### src/rtl/wishbone_pkg.sv
// Shared Wishbone definitions: arbiter state encoding and default bus widths.
// No ports; imported by the arbiter, its interface and future interconnect blocks.
package wishbone_pkg;

  localparam int unsigned WB_ADDR_WIDTH = 4;
  localparam int unsigned WB_DATA_WIDTH = 8;

  typedef enum logic [0:0] {
    StIdle,
    StBusy
  } arb_state_e;

endpackage

### src/rtl/wishbone_arbiter_if.sv
// Bundle of all bus signals around the Wishbone arbiter.
//   m_*   : packed per-master request side (master i at [i*W +: W])
//   s_*   : single shared slave side
//   gnt   : one-hot current grant (debug)
// Modports: master (bus masters), slave (shared peripheral), arbiter (the arbiter).
interface wishbone_arbiter_if #(
  parameter int unsigned N_MASTERS  = 2,
  parameter int unsigned ADDR_WIDTH = wishbone_pkg::WB_ADDR_WIDTH,
  parameter int unsigned DATA_WIDTH = wishbone_pkg::WB_DATA_WIDTH
);

  logic [N_MASTERS-1:0]            m_cyc;
  logic [N_MASTERS-1:0]            m_stb;
  logic [N_MASTERS-1:0]            m_we;
  logic [N_MASTERS*ADDR_WIDTH-1:0] m_adr;
  logic [N_MASTERS*DATA_WIDTH-1:0] m_dat_w;
  logic [N_MASTERS-1:0]            m_ack;
  logic [N_MASTERS-1:0]            m_err;
  logic [DATA_WIDTH-1:0]           m_dat_r;

  logic                  s_cyc;
  logic                  s_stb;
  logic                  s_we;
  logic [ADDR_WIDTH-1:0] s_adr;
  logic [DATA_WIDTH-1:0] s_dat_w;
  logic                  s_ack;
  logic [DATA_WIDTH-1:0] s_dat_r;

  logic [N_MASTERS-1:0] gnt;

  modport master (
    output m_cyc, m_stb, m_we, m_adr, m_dat_w,
    input  m_ack, m_err, m_dat_r, gnt
  );

  modport slave (
    input  s_cyc, s_stb, s_we, s_adr, s_dat_w,
    output s_ack, s_dat_r
  );

  modport arbiter (
    input  m_cyc, m_stb, m_we, m_adr, m_dat_w,
    output m_ack, m_err, m_dat_r,
    output s_cyc, s_stb, s_we, s_adr, s_dat_w,
    input  s_ack, s_dat_r,
    output gnt
  );

endinterface

### src/rtl/wishbone_rr_picker.sv
// Combinational round-robin priority encoder.
//   req   in  N           request vector
//   ptr   in  PTR_WIDTH   index with highest priority this round
//   pick  out N           one-hot: first requester at or after ptr, wrapping
//   valid out 1           any request present
module wishbone_rr_picker #(
  parameter int unsigned N         = 2,
  parameter int unsigned PTR_WIDTH = (N > 1) ? $clog2(N) : 1
) (
  input  logic [N-1:0]         req,
  input  logic [PTR_WIDTH-1:0] ptr,
  output logic [N-1:0]         pick,
  output logic                 valid
);

  logic [N-1:0] rot_req;
  logic [N-1:0] rot_pick;

  always_comb begin
    // Rotate so that ptr lands on bit 0, isolate the lowest set bit, rotate back.
    rot_req  = N'({req, req} >> ptr);
    rot_pick = rot_req & (~rot_req + N'(1));
    pick     = N'(({rot_pick, rot_pick} << ptr) >> N);
    valid    = |req;
  end

endmodule

### src/rtl/wishbone_arbiter.sv
// Round-robin arbiter sharing one Wishbone B4 classic slave between N_MASTERS
// masters. A grant is held for a whole cyc burst; a watchdog turns a strobe the
// slave never acknowledges into a one-cycle error pulse.
//   clk  in  system clock
//   rst  in  synchronous active-high reset
//   bus  wishbone_arbiter_if.arbiter: master side m_*, slave side s_*, debug gnt
module wishbone_arbiter
  import wishbone_pkg::*;
#(
  parameter int unsigned N_MASTERS  = 2,
  parameter int unsigned ADDR_WIDTH = WB_ADDR_WIDTH,
  parameter int unsigned DATA_WIDTH = WB_DATA_WIDTH,
  parameter int unsigned TIMEOUT    = 15
) (
  input logic clk,
  input logic rst,
  wishbone_arbiter_if.arbiter bus
);

  localparam int unsigned PtrW = (N_MASTERS > 1) ? $clog2(N_MASTERS) : 1;
  localparam int unsigned WdW  = $clog2(TIMEOUT + 1);
  localparam logic [WdW-1:0]  WdLast  = WdW'(TIMEOUT - 1);
  localparam logic [PtrW-1:0] PtrLast = PtrW'(N_MASTERS - 1);

  arb_state_e           state_q, state_d;
  logic [N_MASTERS-1:0] gnt_q, gnt_d;
  logic [PtrW-1:0]      gidx_q, gidx_d;
  logic [PtrW-1:0]      ptr_q, ptr_d;
  logic [WdW-1:0]       wd_q, wd_d;

  logic [N_MASTERS-1:0] pick;
  logic                 pick_valid;
  logic [PtrW-1:0]      pick_idx;

  logic                  sel_cyc, sel_stb, sel_we;
  logic [ADDR_WIDTH-1:0] sel_adr;
  logic [DATA_WIDTH-1:0] sel_dat_w;
  logic                  busy, timeout, stb_out;

  wishbone_rr_picker #(
    .N         (N_MASTERS),
    .PTR_WIDTH (PtrW)
  ) u_picker (
    .req   (bus.m_cyc),
    .ptr   (ptr_q),
    .pick  (pick),
    .valid (pick_valid)
  );

  always_comb begin
    pick_idx = '0;
    for (int unsigned i = 0; i < N_MASTERS; i++) begin
      if (pick[i]) pick_idx = PtrW'(i);
    end
  end

  // Signals of the currently granted master.
  always_comb begin
    sel_cyc   = 1'b0;
    sel_stb   = 1'b0;
    sel_we    = 1'b0;
    sel_adr   = '0;
    sel_dat_w = '0;
    for (int unsigned i = 0; i < N_MASTERS; i++) begin
      if (gidx_q == PtrW'(i)) begin
        sel_cyc   = bus.m_cyc[i];
        sel_stb   = bus.m_stb[i];
        sel_we    = bus.m_we[i];
        sel_adr   = bus.m_adr[i*ADDR_WIDTH +: ADDR_WIDTH];
        sel_dat_w = bus.m_dat_w[i*DATA_WIDTH +: DATA_WIDTH];
      end
    end
  end

  assign busy = (state_q == StBusy);
  // Uses the raw strobe, so the forced-low s_stb cannot feed back into this term.
  // An ack on the last watchdog cycle wins over the timeout.
  assign timeout = busy && sel_stb && !bus.s_ack && (wd_q == WdLast);
  assign stb_out = busy && sel_stb && !timeout;

  // State register.
  always_ff @(posedge clk) begin
    if (rst) begin
      state_q <= StIdle;
      gnt_q   <= '0;
      gidx_q  <= '0;
      ptr_q   <= '0;
      wd_q    <= '0;
    end else begin
      state_q <= state_d;
      gnt_q   <= gnt_d;
      gidx_q  <= gidx_d;
      ptr_q   <= ptr_d;
      wd_q    <= wd_d;
    end
  end

  // Next-state logic.
  always_comb begin
    state_d = state_q;
    gnt_d   = gnt_q;
    gidx_d  = gidx_q;
    ptr_d   = ptr_q;
    unique case (state_q)
      StIdle: begin
        if (pick_valid) begin
          state_d = StBusy;
          gnt_d   = pick;
          gidx_d  = pick_idx;
        end
      end
      StBusy: begin
        if (!sel_cyc) begin
          state_d = StIdle;
          gnt_d   = '0;
          ptr_d   = (gidx_q == PtrLast) ? '0 : gidx_q + PtrW'(1);
        end
      end
      default: state_d = StIdle;
    endcase

    // Counts only while a strobe is waiting; any ack, idle strobe or timeout clears it.
    if (busy && sel_stb && !bus.s_ack && !timeout) begin
      wd_d = wd_q + WdW'(1);
    end else begin
      wd_d = '0;
    end
  end

  // Outputs.
  always_comb begin
    bus.s_cyc   = busy && sel_cyc;
    bus.s_stb   = stb_out;
    bus.s_we    = busy && sel_we;
    bus.s_adr   = busy ? sel_adr : '0;
    bus.s_dat_w = busy ? sel_dat_w : '0;
    bus.m_ack   = (bus.s_ack && stb_out) ? gnt_q : '0;
    bus.m_err   = timeout ? gnt_q : '0;
    bus.m_dat_r = busy ? bus.s_dat_r : '0;
    bus.gnt     = gnt_q;
  end

endmodule

### src/flat_wrapper.sv
// flat-port wrapper written by rule: the top's interface ports become plain ports
module wishbone_arbiter_flat import wishbone_pkg::*;
#(
  parameter int unsigned N_MASTERS  = 2,
  parameter int unsigned ADDR_WIDTH = WB_ADDR_WIDTH,
  parameter int unsigned DATA_WIDTH = WB_DATA_WIDTH,
  parameter int unsigned TIMEOUT    = 15
)
  (clk, rst, bus_m_cyc, bus_m_stb, bus_m_we, bus_m_adr, bus_m_dat_w, bus_m_ack, bus_m_err, bus_m_dat_r, bus_s_cyc, bus_s_stb, bus_s_we, bus_s_adr, bus_s_dat_w, bus_s_ack, bus_s_dat_r, bus_gnt);
  wishbone_arbiter_if #(.N_MASTERS(N_MASTERS), .ADDR_WIDTH(ADDR_WIDTH), .DATA_WIDTH(DATA_WIDTH)) bus_i ();
  input logic clk;
  input logic rst;
  input wire logic [$bits(bus_i.m_cyc)-1:0] bus_m_cyc;
  input wire logic [$bits(bus_i.m_stb)-1:0] bus_m_stb;
  input wire logic [$bits(bus_i.m_we)-1:0] bus_m_we;
  input wire logic [$bits(bus_i.m_adr)-1:0] bus_m_adr;
  input wire logic [$bits(bus_i.m_dat_w)-1:0] bus_m_dat_w;
  output wire logic [$bits(bus_i.m_ack)-1:0] bus_m_ack;
  output wire logic [$bits(bus_i.m_err)-1:0] bus_m_err;
  output wire logic [$bits(bus_i.m_dat_r)-1:0] bus_m_dat_r;
  output wire logic [$bits(bus_i.s_cyc)-1:0] bus_s_cyc;
  output wire logic [$bits(bus_i.s_stb)-1:0] bus_s_stb;
  output wire logic [$bits(bus_i.s_we)-1:0] bus_s_we;
  output wire logic [$bits(bus_i.s_adr)-1:0] bus_s_adr;
  output wire logic [$bits(bus_i.s_dat_w)-1:0] bus_s_dat_w;
  input wire logic [$bits(bus_i.s_ack)-1:0] bus_s_ack;
  input wire logic [$bits(bus_i.s_dat_r)-1:0] bus_s_dat_r;
  output wire logic [$bits(bus_i.gnt)-1:0] bus_gnt;
  assign bus_i.m_cyc = bus_m_cyc;
  assign bus_i.m_stb = bus_m_stb;
  assign bus_i.m_we = bus_m_we;
  assign bus_i.m_adr = bus_m_adr;
  assign bus_i.m_dat_w = bus_m_dat_w;
  assign bus_m_ack = bus_i.m_ack;
  assign bus_m_err = bus_i.m_err;
  assign bus_m_dat_r = bus_i.m_dat_r;
  assign bus_s_cyc = bus_i.s_cyc;
  assign bus_s_stb = bus_i.s_stb;
  assign bus_s_we = bus_i.s_we;
  assign bus_s_adr = bus_i.s_adr;
  assign bus_s_dat_w = bus_i.s_dat_w;
  assign bus_i.s_ack = bus_s_ack;
  assign bus_i.s_dat_r = bus_s_dat_r;
  assign bus_gnt = bus_i.gnt;
  wishbone_arbiter #(.N_MASTERS(N_MASTERS), .ADDR_WIDTH(ADDR_WIDTH), .DATA_WIDTH(DATA_WIDTH), .TIMEOUT(TIMEOUT)) u_core (.clk(clk), .rst(rst), .bus(bus_i));
endmodule
### config.mk
export PLATFORM = sky130hd
export DESIGN_NAME = wishbone_arbiter_flat
export DESIGN_NICKNAME = d
export VERILOG_FILES = /design/src/rtl/wishbone_pkg.sv /design/src/rtl/wishbone_arbiter_if.sv /design/src/rtl/wishbone_rr_picker.sv /design/src/rtl/wishbone_arbiter.sv /design/src/flat_wrapper.sv
export SDC_FILE = /design/constraint.sdc
export NUM_CORES = 1
export LEC_CHECK = 0
export BUFFER_PORTS_ARGS = -buffer_cell sky130_fd_sc_hd__buf_2
export CAP_MARGIN = 20
export CELL_PAD_IN_SITES_DETAIL_PLACEMENT = 1
export CELL_PAD_IN_SITES_GLOBAL_PLACEMENT = 2
export CORE_UTILIZATION = 16
export CTS_CLUSTER_DIAMETER = 30
export DETAILED_ROUTE_END_ITERATION = 10
export PLACE_DENSITY = 0.75
export SYNTH_ARGS = -nofsm -noshare
export SYNTH_HDL_FRONTEND = slang
export SYNTH_SLANG_ARGS = --single-unit
export TNS_END_PERCENT = 5
### constraint.sdc
create_clock -name clk -period 1.65 [get_ports clk]
set_input_delay 0.33 -clock clk [delete_from_list [all_inputs] [get_ports clk]]
set_output_delay 0.33 -clock clk [all_outputs]
set_load 0.05 [all_outputs]
==> results by group, run 1 <==
Route
  – Drt total wl: 2.43 mm
  – ANT nets after route: 0
  – Via Count: 916
  – Avg WL per Cell: 11.4 um
  – Vias per cell: 4.30
  – Drt first pass iters: 4
  – Initial DRC count: 3
  – DRC Markers: 0

Die
  – Die H: 68.8 um
  – Starting Density: 17.2%
  – Die footprint: 4730 sq um
  – Core area: 4140 sq um
  – Num ports: 70
  – Row count: 23
  – Die W: 68.8 um

Timing
  – Final Hold Fails: 0
  – Final Max Tran Viols: 0
  – Final worst slack: -0.0692 ns
  – Setup Skew: 0.00202 ns
  – Max Clk Rate: 582 MHz
  – Tcrit/Tclk final: 104%
  – Final Setup Violations: 6
  – Slew HR: 83.1%
  – Final hold slack: 0.345 ns
  – Fin crit period: 1.72 ns
  – RSZ-0062 raised after global routing: yes
  – Worst Tran Pin Value: 0.255 ns

Clocking
  – Root buf cell: clkbuf_8
  – TritonCTS clock tree: yes
  – Clk buf depth: 2
  – CTS Buf Count: 3
  – CTS hold repair buffers: 0
  – Htree depth: 1
  – Clk sinks: 9
  – Clk_lat worst skew: 0.23 ns
  – Worst-path clk slew: 0.04 ns

Synth
  – Syn_area_per_cell: 7.92 sq um
  – Largest family of logic cells by synthesized area: simple AND/OR/NAND/NOR gates
  – Post-Syn Area: 713 sq um
  – Ys Warns: 0
  – Synth Area in Adders: 3.51%
  – Post-synthesis compound-gate area fraction: 10.2%
  – Top_reg_cell synth: dfxtp_1
  – Synth Area in XOR/XNOR: 2.46%
  – Register area share after synthesis: 25.3%
  – Multiplexer share of the synthesized area: 21.8%
  – Asr flop ratio synth: 0%
  – Synth Register Bits: 9
  – EDFF count, synth: 0
  – Synth Instances: 90
  – Cell variety after synth: 28
  – Synth Area in Simple Gates: 30.4%
  – Syn_nets: 133

Critical path
  – Reg2Reg Depth: 4
  – Critical R2R Capture: u_core.bus.gnt[1]$_SDFFE_PP0P_
  – Crit path cell chain: mux2_4 > and2_4 > and3_4 > buf_6
  – Crit path DAT: 1.39 ns
  – WP data required: 1.32 ns
  – Startpoint types: flop
  – Crit path max-delay family: flip-flops
  – CP max-delay cell: dfxtp_2
  – R2r setup slk: 0.48 ns
  – CP Class: flop to output port
  – Reg2reg start: u_core.gidx_q$_SDFFE_PP0P_
  – Largest stage delay, worst path: 0.36 ns
  – Crit end category: output port
  – Crit-path max FO: 5
  – WP buf/inv: 1

Final layout
  – Area grow syn2layout: 84.2%
  – Share of post-route cells with drive strength above 1: 58.3%
  – Design area: 1310 sq um
  – Nets: 207
  – Fillers: 517
  – Antenna Cells: 0
  – Flip-flop and latch area: 185 sq um
  – Area of the multi-input gates: 546 sq um

Worst hold path
  – Hold depth: 2
  – Hold endpoint: u_core.gidx_q$_SDFFE_PP0P_
  – Hold Path Origin: rst
  – Hold Crit Class: primary input to flop

Power
  – Power Dens Cells: 671 nW/um^2
  – Sequential Power Share: 27.6%
  – Clock share of power: 28.7%
  – Net Sw Frac: 38.4%
  – Leak: 0.000644 uW
  – Internal Pwr Total: 543 uW
  – Worst VDD drop: 0.192 mV
  – Combinational share of power: 43.6%
  – Psw: 339 uW

Run
  – Max-Cap Viols: 0

GRT
  – Number of global-route vias before repair: 917
  – All-Layer GR Usage: 11.1%
  – Initial antenna violation count: 0
  – GR Overflow Total: 0
  – First-pass GRT wire length: 3.77 mm
  – Met1 Use GR: 9.67%
  – Top Usage Layer GRT: met2
  – Met2 usage: 23.0%
  – Grt met3 use: 3.13%
  – Largest net degree at the start of global routing: 17

Run status
  – Status: finished, violations left
  – Failing checks: setup timing

Placement
  – Placed Instance Area: 1130 sq um
  – DP HPWL: 2.00 mm
  – GPL Wtd Cong: 0.791
  – Port bufs: 69
==> repair_timing <==
| action | 4_1_cts | 5_1_grt |
|---|---|---|
| pin swaps | 1 | 2 |
| setup endpoints to repair | 19 | 19 |
| setup buffers | 0 | 1 |
| gates resized for setup | 24 | 12 |
==> layer usage <==
metal,share of wire [%],vias to the layer above
li1,-,453
met5,0,-
met1,35,396
met4,0.33,0
met2,52,65
met3,13,2
==> registers in the layout (all words and copies together), names as in the netlist <==
register and cells:
u_core.gidx_q 1, u_core.wd_q 4, u_core.busy 1, u_core.ptr_q 1, u_core.bus.gnt 2
==> how the worst max path moves through the flow <==
stage	startpoint	end	slack (ns)	depth (start not counted)
6_report	u_core.gidx_q$_SDFFE_PP0P_	bus_m_ack[0]	-0.07	4
5_1_grt	u_core.gidx_q$_SDFFE_PP0P_	bus_m_ack[0]	-0.10	4
4_1_cts	u_core.gidx_q$_SDFFE_PP0P_	bus_m_ack[0]	-0.07	4
3_5_place_dp	bus_m_stb[0]	bus_m_ack[0]	0.06	5
3_3_place_gp	bus_m_stb[0]	bus_m_err[1]	0.08	5
2_1_floorplan	u_core.busy$_SDFF_PP0_	bus_s_adr[0]	-0.15	3
==> power by group through the flow <==
stage / clock network, uW / registers [uW] / logic, uW
global placement: 0 / 244 / 353
finish: 253 / 244 / 384
CTS: 265 / 242 / 369
global route: 284 / 245 / 411
floorplan: 0 / 253 / 239
detailed placement: 0 / 245 / 360
==> metrics by stage <==
step	cells	TNS (ns)	utilization, %	worst slack, ns	total power (uW)
after floorplan	90	-1.66	-	-0.152	492
after CTS	212	-0.688	30.2	-0.0734	876
after detailed placement	208	0	27.2	0.0611	605
after global routing	213	-0.529	31.7	-0.103	939
final	213	-0.308	31.7	-0.0692	881
after global placement	208	0	27.2	0.0832	597
==> Yosys cell counts (3+ instances only) <==
library cell  number  area share [%]
nand3_1            3             2.1
nor2_1            20              11
and2_1             8             7.0
dfxtp_1            9              25
mux2i_1           14              20
inv_1              5             2.6
and3_1             4             3.5
==> worst register-to-register path, delay by kind of cell (launching register included) <==
family | cells | cell delay [ns]
AO/OA/AOI/OAI | 1 | 0.24
buffers and inverters | 1 | 0.16
flip-flops | 1 | 0.33
multiplexers | 1 | 0.19
AND/OR/NAND/NOR | 1 | 0.15
==> cell usage in the layout, fill, tap and decap left out, drive strengths merged, types with 3 or more instances in the layout <==
cell and n:
inv 4, mux2i 14, nor2 20, and2 9
clkbuf 7, nand3 3, dfxtp 9, buf 70
and3 4
==> cells by family (layout without fill, tap and decap cells) <==
kind of cell	after synthesis	in the layout
AND/OR/NAND/NOR	42	42
multiplexers	15	15
AO/OA/AOI/OAI	11	11
flip-flops	9	9
buffers and inverters	9	82
adder cells (fa/ha/maj)	2	2
XOR/XNOR	2	2
==> final cells by class <==
cell class              count  share of cell area, %
repair buffers             73                   34.5
flip-flops and latches      9                   14.1
inverters                   5                   1.71
clock buffers               4                   3.43
multi-input cells          72                   41.5
well taps                  50                   4.76
No activity file was read; power rests on OpenSTA's default activity.
==> run 2: changes to the inputs <==
--- a/config.mk
+++ b/config.mk
@@ -7,12 +7,12 @@
 export LEC_CHECK = 0
 export BUFFER_PORTS_ARGS = -buffer_cell sky130_fd_sc_hd__buf_2
 export CAP_MARGIN = 20
-export CELL_PAD_IN_SITES_DETAIL_PLACEMENT = 1
-export CELL_PAD_IN_SITES_GLOBAL_PLACEMENT = 2
-export CORE_UTILIZATION = 16
+export CORE_UTILIZATION = 35
 export CTS_CLUSTER_DIAMETER = 30
 export DETAILED_ROUTE_END_ITERATION = 10
-export PLACE_DENSITY = 0.75
+export HOLD_SLACK_MARGIN = 0.03
+export PLACE_DENSITY = 0.77
+export SETUP_SLACK_MARGIN = 0.2
 export SYNTH_ARGS = -nofsm -noshare
 export SYNTH_HDL_FRONTEND = slang
 export SYNTH_SLANG_ARGS = --single-unit
==> run 2 against run 1 <==
The flow still finishes with violations (setup timing); combinational power rose by 19%; count of clock-buffer cells in the layout did not move; power fell by 0.93%; sequential power fell by 2%.
==> results by group, run 2 (synthesis results as in run 1) <==
Power
  – Worst VDD drop: 0.424 mV
  – Power Dens Cells: 600 nW/um^2
  – Internal Pwr Total: 503 uW
  – Sequential Power Share: 27.5%
  – Psw: 370 uW
  – Net Sw Frac: 42.3%
  – Leak: 0.000679 uW
  – Clock share of power: 20.0%
  – Combinational share of power: 52.5%

Worst hold path
  – Hold depth: 2
  – Hold Crit Class: primary input to flop
  – Hold endpoint: u_core.gidx_q$_SDFFE_PP0P_
  – Hold Path Origin: rst

Final layout
  – Fillers: 119
  – Biggest register: u_core.wd_q
  – Most frequent cells in the layout: 52 x buf_2, 17 x buf_6, 11 x nor2_4
  – Nets: 209
  – Antenna Cells: 0
  – Max FFs per register: 4
  – Area of the multi-input gates: 667 sq um
  – Area grow syn2layout: 104%
  – Flip-flop and latch area: 188 sq um
  – Share of post-route cells with drive strength above 1: 70.3%
  – Non-filler cells, final: 190
  – Commonest non-fill, non-tap cell in the layout: buf_2

GRT
  – Initial antenna violation count: 0
  – Largest net degree at the start of global routing: 17
  – GR Overflow Total: 0
  – Number of global-route vias before repair: 847
  – All-Layer GR Usage: 21.7%
  – First-pass GRT wire length: 3.42 mm

Clocking
  – TritonCTS clock tree: yes
  – Worst-path clk slew: 0.06 ns
  – CTS Buf Count: 3
  – Clk buf depth: 2
  – Htree depth: 1
  – Clk_lat worst skew: 0.26 ns
  – Clk sinks: 9
  – Root buf cell: clkbuf_4

Run
  – Max-Cap Viols: 0

Critical path
  – Crit path DAT: 1.42 ns
  – WP data required: 1.32 ns
  – Critical R2R Capture: u_core.bus.gnt[1]$_SDFFE_PP0P_
  – Reg2reg start: u_core.gidx_q$_SDFFE_PP0P_
  – CP Class: flop to output port
  – Startpoint types: flop
  – Crit-path max FO: 5
  – Crit end category: output port
  – Reg2Reg Depth: 4
  – R2r setup slk: 0.45 ns

Die
  – Die H: 47.1 um
  – Starting Density: 39.2%
  – Row count: 15
  – Core area: 1820 sq um
  – Die footprint: 2220 sq um
  – Die W: 47.1 um
  – Num ports: 70

Timing
  – Setup Skew: 0.00165 ns
  – Final Hold Fails: 0
  – Final hold slack: 0.317 ns
  – Fin crit period: 1.75 ns
  – Worst Tran Pin Value: 0.236 ns
  – Final Setup Violations: 18
  – RSZ-0062 raised after global routing: yes
  – Final Max Tran Viols: 0
  – Tcrit/Tclk final: 106%
  – Max Clk Rate: 572 MHz
  – Slew HR: 84.0%
  – Final worst slack: -0.0995 ns

Placement
  – Cells after DPL: 184
  – DP HPWL: 1.66 mm
  – GPL Wtd Cong: 0.699
  – Port bufs: 69

Run status
  – Status: finished, violations left
  – Failing checks: setup timing

Route
  – Avg WL per Cell: 13.0 um
  – Vias per cell: 4.88
  – DRC Markers: 0
  – Drt first pass iters: 4
  – ANT nets after route: 0
  – Initial DRC count: 5
  – Via Count: 928
  – Drt total wl: 2.47 mm
## run 2: worst max-delay path, stage by stage (launching register included)
cell and delay, ns:
dfxtp_4 0.37, mux2_4 0.31, and2_4 0.16, and3_4 0.18, buf_8 0.14
## run 2: routing by layer
layer  track usage (%)  routed length, um  up-vias
li1                  -                  -      457
met1              23.1                953      417
met2              42.2               1340       52
met3              5.00                159        2
met4              5.71                 19        0
met5                 0                  0        -
## run 2: cell type report
type / count / share of cell area (%)
clock buffer: 4 / 1.81
inverter: 5 / 1.29
timing repair buffer: 75 / 36.0
sequential: 9 / 12.9
multi-input combinational: 72 / 45.8
tap: 25 / 2.15
## run 2: through the flow
stage	util, %	power (uW)	setup TNS [ns]	setup slack [ns]	instance area, sq um
detailed placement	64.9	634	0	0.0674	1180
global placement	64.9	624	0	0.0997	1180
CTS	74.4	855	-1.13	-0.121	1360
global route	79.9	913	-1.74	-0.128	1460
finish	79.9	873	-0.916	-0.0995	1460
floorplan	-	524	0	0.0603	795
## run 2: power by group through the flow
stage	sequential (uW)	clock, uW	combinational, uW
final	240	174	458
after global routing	242	191	481
after CTS	240	178	436
after detailed placement	244	0	390
after global placement	242	0	381
after floorplan	253	0	272
## run 2: worst max-delay path by stage
stage	from	end	slack (ns)	cells past startpoint
3_5_place_dp	u_core.gidx_q$_SDFFE_PP0P_	bus_m_ack[1]	0.07	4
2_1_floorplan	u_core.busy$_SDFF_PP0_	bus_s_dat_w[2]	0.06	2
6_report	u_core.gidx_q$_SDFFE_PP0P_	bus_m_ack[1]	-0.1	4
3_3_place_gp	bus_m_stb[0]	bus_m_ack[1]	0.1	5
4_1_cts	u_core.gidx_q$_SDFFE_PP0P_	bus_m_ack[1]	-0.12	4
5_1_grt	u_core.gidx_q$_SDFFE_PP0P_	bus_m_ack[1]	-0.13	4
## run 2: what timing repair did
action | in CTS | in global routing
setup endpoints to repair | 27 | 27
gates resized for setup | 46 | 21
endpoints found under the hold margin | 0 | 0
cloned | 0 | 0
pin swaps | 3 | 6
hold buffers | 0 | 0
buffers inserted | 0 | 2
==> run 3: changes to the inputs <==
--- a/config.mk
+++ b/config.mk
@@ -8,9 +8,11 @@
 export BUFFER_PORTS_ARGS = -buffer_cell sky130_fd_sc_hd__buf_2
 export CAP_MARGIN = 20
 export CORE_UTILIZATION = 35
+export CTS_BUF_LIST = sky130_fd_sc_hd__clkbuf_4 sky130_fd_sc_hd__clkbuf_8
 export CTS_CLUSTER_DIAMETER = 30
 export DETAILED_ROUTE_END_ITERATION = 10
 export HOLD_SLACK_MARGIN = 0.03
+export MAX_ROUTING_LAYER = met4
 export PLACE_DENSITY = 0.77
 export SETUP_SLACK_MARGIN = 0.2
 export SYNTH_ARGS = -nofsm -noshare
==> run 3 against run 2 <==
The flow still finishes with violations (setup timing); critical path depth stayed put; routed wire length down 3.6%; count of clock-buffer cells in the layout unchanged; via count shrank 0.86%; global-route usage grew 0.14 points; sequential power barely moved; register-to-register slack hardly changed; utilization increased by 0.21 points; non-clock buffer count is the same; die area stayed put; design area increased by 0.26%; first-iteration DRC count grew 20%; largest power group unchanged.
==> results by group, run 3 (synthesis results as in run 1) <==
Final layout
  – Commonest non-fill, non-tap cell in the layout: buf_2
  – Biggest register: u_core.wd_q
  – Flip-flop and latch area: 188 sq um
  – Area grow syn2layout: 105%
  – Most frequent cells in the layout: 52 x buf_2, 17 x buf_6, 11 x nor2_4
  – Fillers: 119
  – Area of the multi-input gates: 667 sq um
  – Final Util: 80.1%
  – Max FFs per register: 4
  – Antenna Cells: 0
  – Nets: 209
  – Share of post-route cells with drive strength above 1: 70.9%

Timing
  – Final hold slack: 0.312 ns
  – Final Hold Fails: 0
  – Tcrit/Tclk final: 106%
  – Worst Tran Pin Value: 0.236 ns
  – Final Max Tran Viols: 0
  – RSZ-0062 raised after global routing: yes
  – Fin crit period: 1.75 ns
  – Slew HR: 84.0%
  – Max Clk Rate: 571 MHz
  – Final Setup Violations: 18
  – Final worst slack: -0.101 ns
  – Setup Skew: 0.00280 ns

Critical path
  – Largest stage delay, worst path: 0.37 ns
  – Crit-path max FO: 5
  – Crit path DAT: 1.42 ns
  – Crit path cell chain: mux2_4 > and2_4 > and3_4 > buf_8
  – R2r setup slk: 0.45 ns
  – WP data required: 1.32 ns
  – CP Class: flop to output port
  – Startpoint types: flop
  – Reg2Reg Depth: 4
  – Crit end category: output port
  – CP max-delay cell: dfxtp_4

Die
  – Die H: 47.1 um
  – Row count: 15
  – Core area: 1820 sq um
  – Die W: 47.1 um
  – Die footprint: 2220 sq um
  – Num ports: 70
  – Starting Density: 39.2%

Clocking
  – TritonCTS clock tree: yes
  – Clk_lat worst skew: 0.26 ns
  – Clk sinks: 9
  – Clk buf depth: 2
  – CTS Buf Count: 3
  – Root buf cell: clkbuf_4
  – Htree depth: 1
  – Worst-path clk slew: 0.07 ns
  – CTS hold repair buffers: 0

Route
  – Via Count: 920
  – Vias per cell: 4.84
  – ANT nets after route: 0
  – Initial DRC count: 6
  – Drt first pass iters: 4
  – DRC Markers: 0
  – Avg WL per Cell: 12.5 um
  – Drt total wl: 2.38 mm

Placement
  – GPL Wtd Cong: 0.707
  – Port bufs: 69
  – DP HPWL: 1.66 mm
  – Minimum setup slack after placement: 0.0674 ns

Worst hold path
  – Hold Crit Class: primary input to flop
  – Hold depth: 2

GRT
  – Largest net degree at the start of global routing: 17
  – GR Overflow Total: 0
  – All-Layer GR Usage: 21.8%
  – Number of global-route vias before repair: 834
  – First-pass GRT wire length: 3.37 mm
  – Initial antenna violation count: 0

Power
  – Worst VDD drop: 0.433 mV
  – Leak: 0.000682 uW
  – Power Dens Cells: 611 nW/um^2

Run
  – Max-Cap Viols: 0

Run status
  – Failing checks: setup timing
  – Status: finished, violations left
run 3: cell types whose count changed in the layout (fill, tap and decap cells not counted):
cell | before | now
clkbuf_1 | 1 | 0
clkbuf_4 | 3 | 4
run 3: metrics by stage:
stage | area (sq um) | TNS [ns] | power (uW) | std cells
global route | 1460 | -1.78 | 931 | 190
global placement | 1180 | 0 | 624 | 184
detailed placement | 1180 | 0 | 634 | 184
CTS | 1370 | -1.25 | 879 | 188
finish | 1460 | -0.994 | 891 | 190
floorplan | 795 | 0 | 524 | 90
run 3: worst max-delay path: cells and delay by family (launching register included):
family	cells	cell delay [ns]
buffers and inverters	1	0.14
flip-flops	1	0.37
multiplexers	1	0.31
AND/OR/NAND/NOR	2	0.34
run 3: power breakdown:
group,total (uW),internal [uW],switching [uW]
sequential,240,228,11.7
clock,194,110,84.5
combinational,456,182,275
total,891,520,371
run 3: routing by layer:
metal  vias up  share of wire [%]  GRT usage [%]
li1        456                  -              -
met1       414                 40           23.6
met5         -                  0              -
met2        50                 54           40.8
met4         0                  0           4.00
met3         0                6.1           4.62
run 3: area by class of cell:
class	count	area share, %
Clock buffer	4	2.06
Inverter	5	1.29
Multi-Input combinational cell	72	45.7
Sequential cell	9	12.9
Tap cell	25	2.14
Timing Repair Buffer	75	35.9
run 3: repair_timing:
action                                  in CTS  in global routing
endpoints found under the hold margin        0                  0
endpoints found under the setup margin      27                 27
pin swaps                                    3                  6
resized for setup                           48                 19
buffers inserted                             0                  2
run 3: final timing paths:
kind | startpoint | end
worst max-delay path | u_core.gidx_q$_SDFFE_PP0P_ | bus_m_ack[1]
worst min-delay path | rst | u_core.gidx_q$_SDFFE_PP0P_
worst max register to register | u_core.gidx_q$_SDFFE_PP0P_ | u_core.bus.gnt[1]$_SDFFE_PP0P_
worst min register to register | u_core.wd_q[0]$_SDFF_PP0_ | u_core.wd_q[0]$_SDFF_PP0_
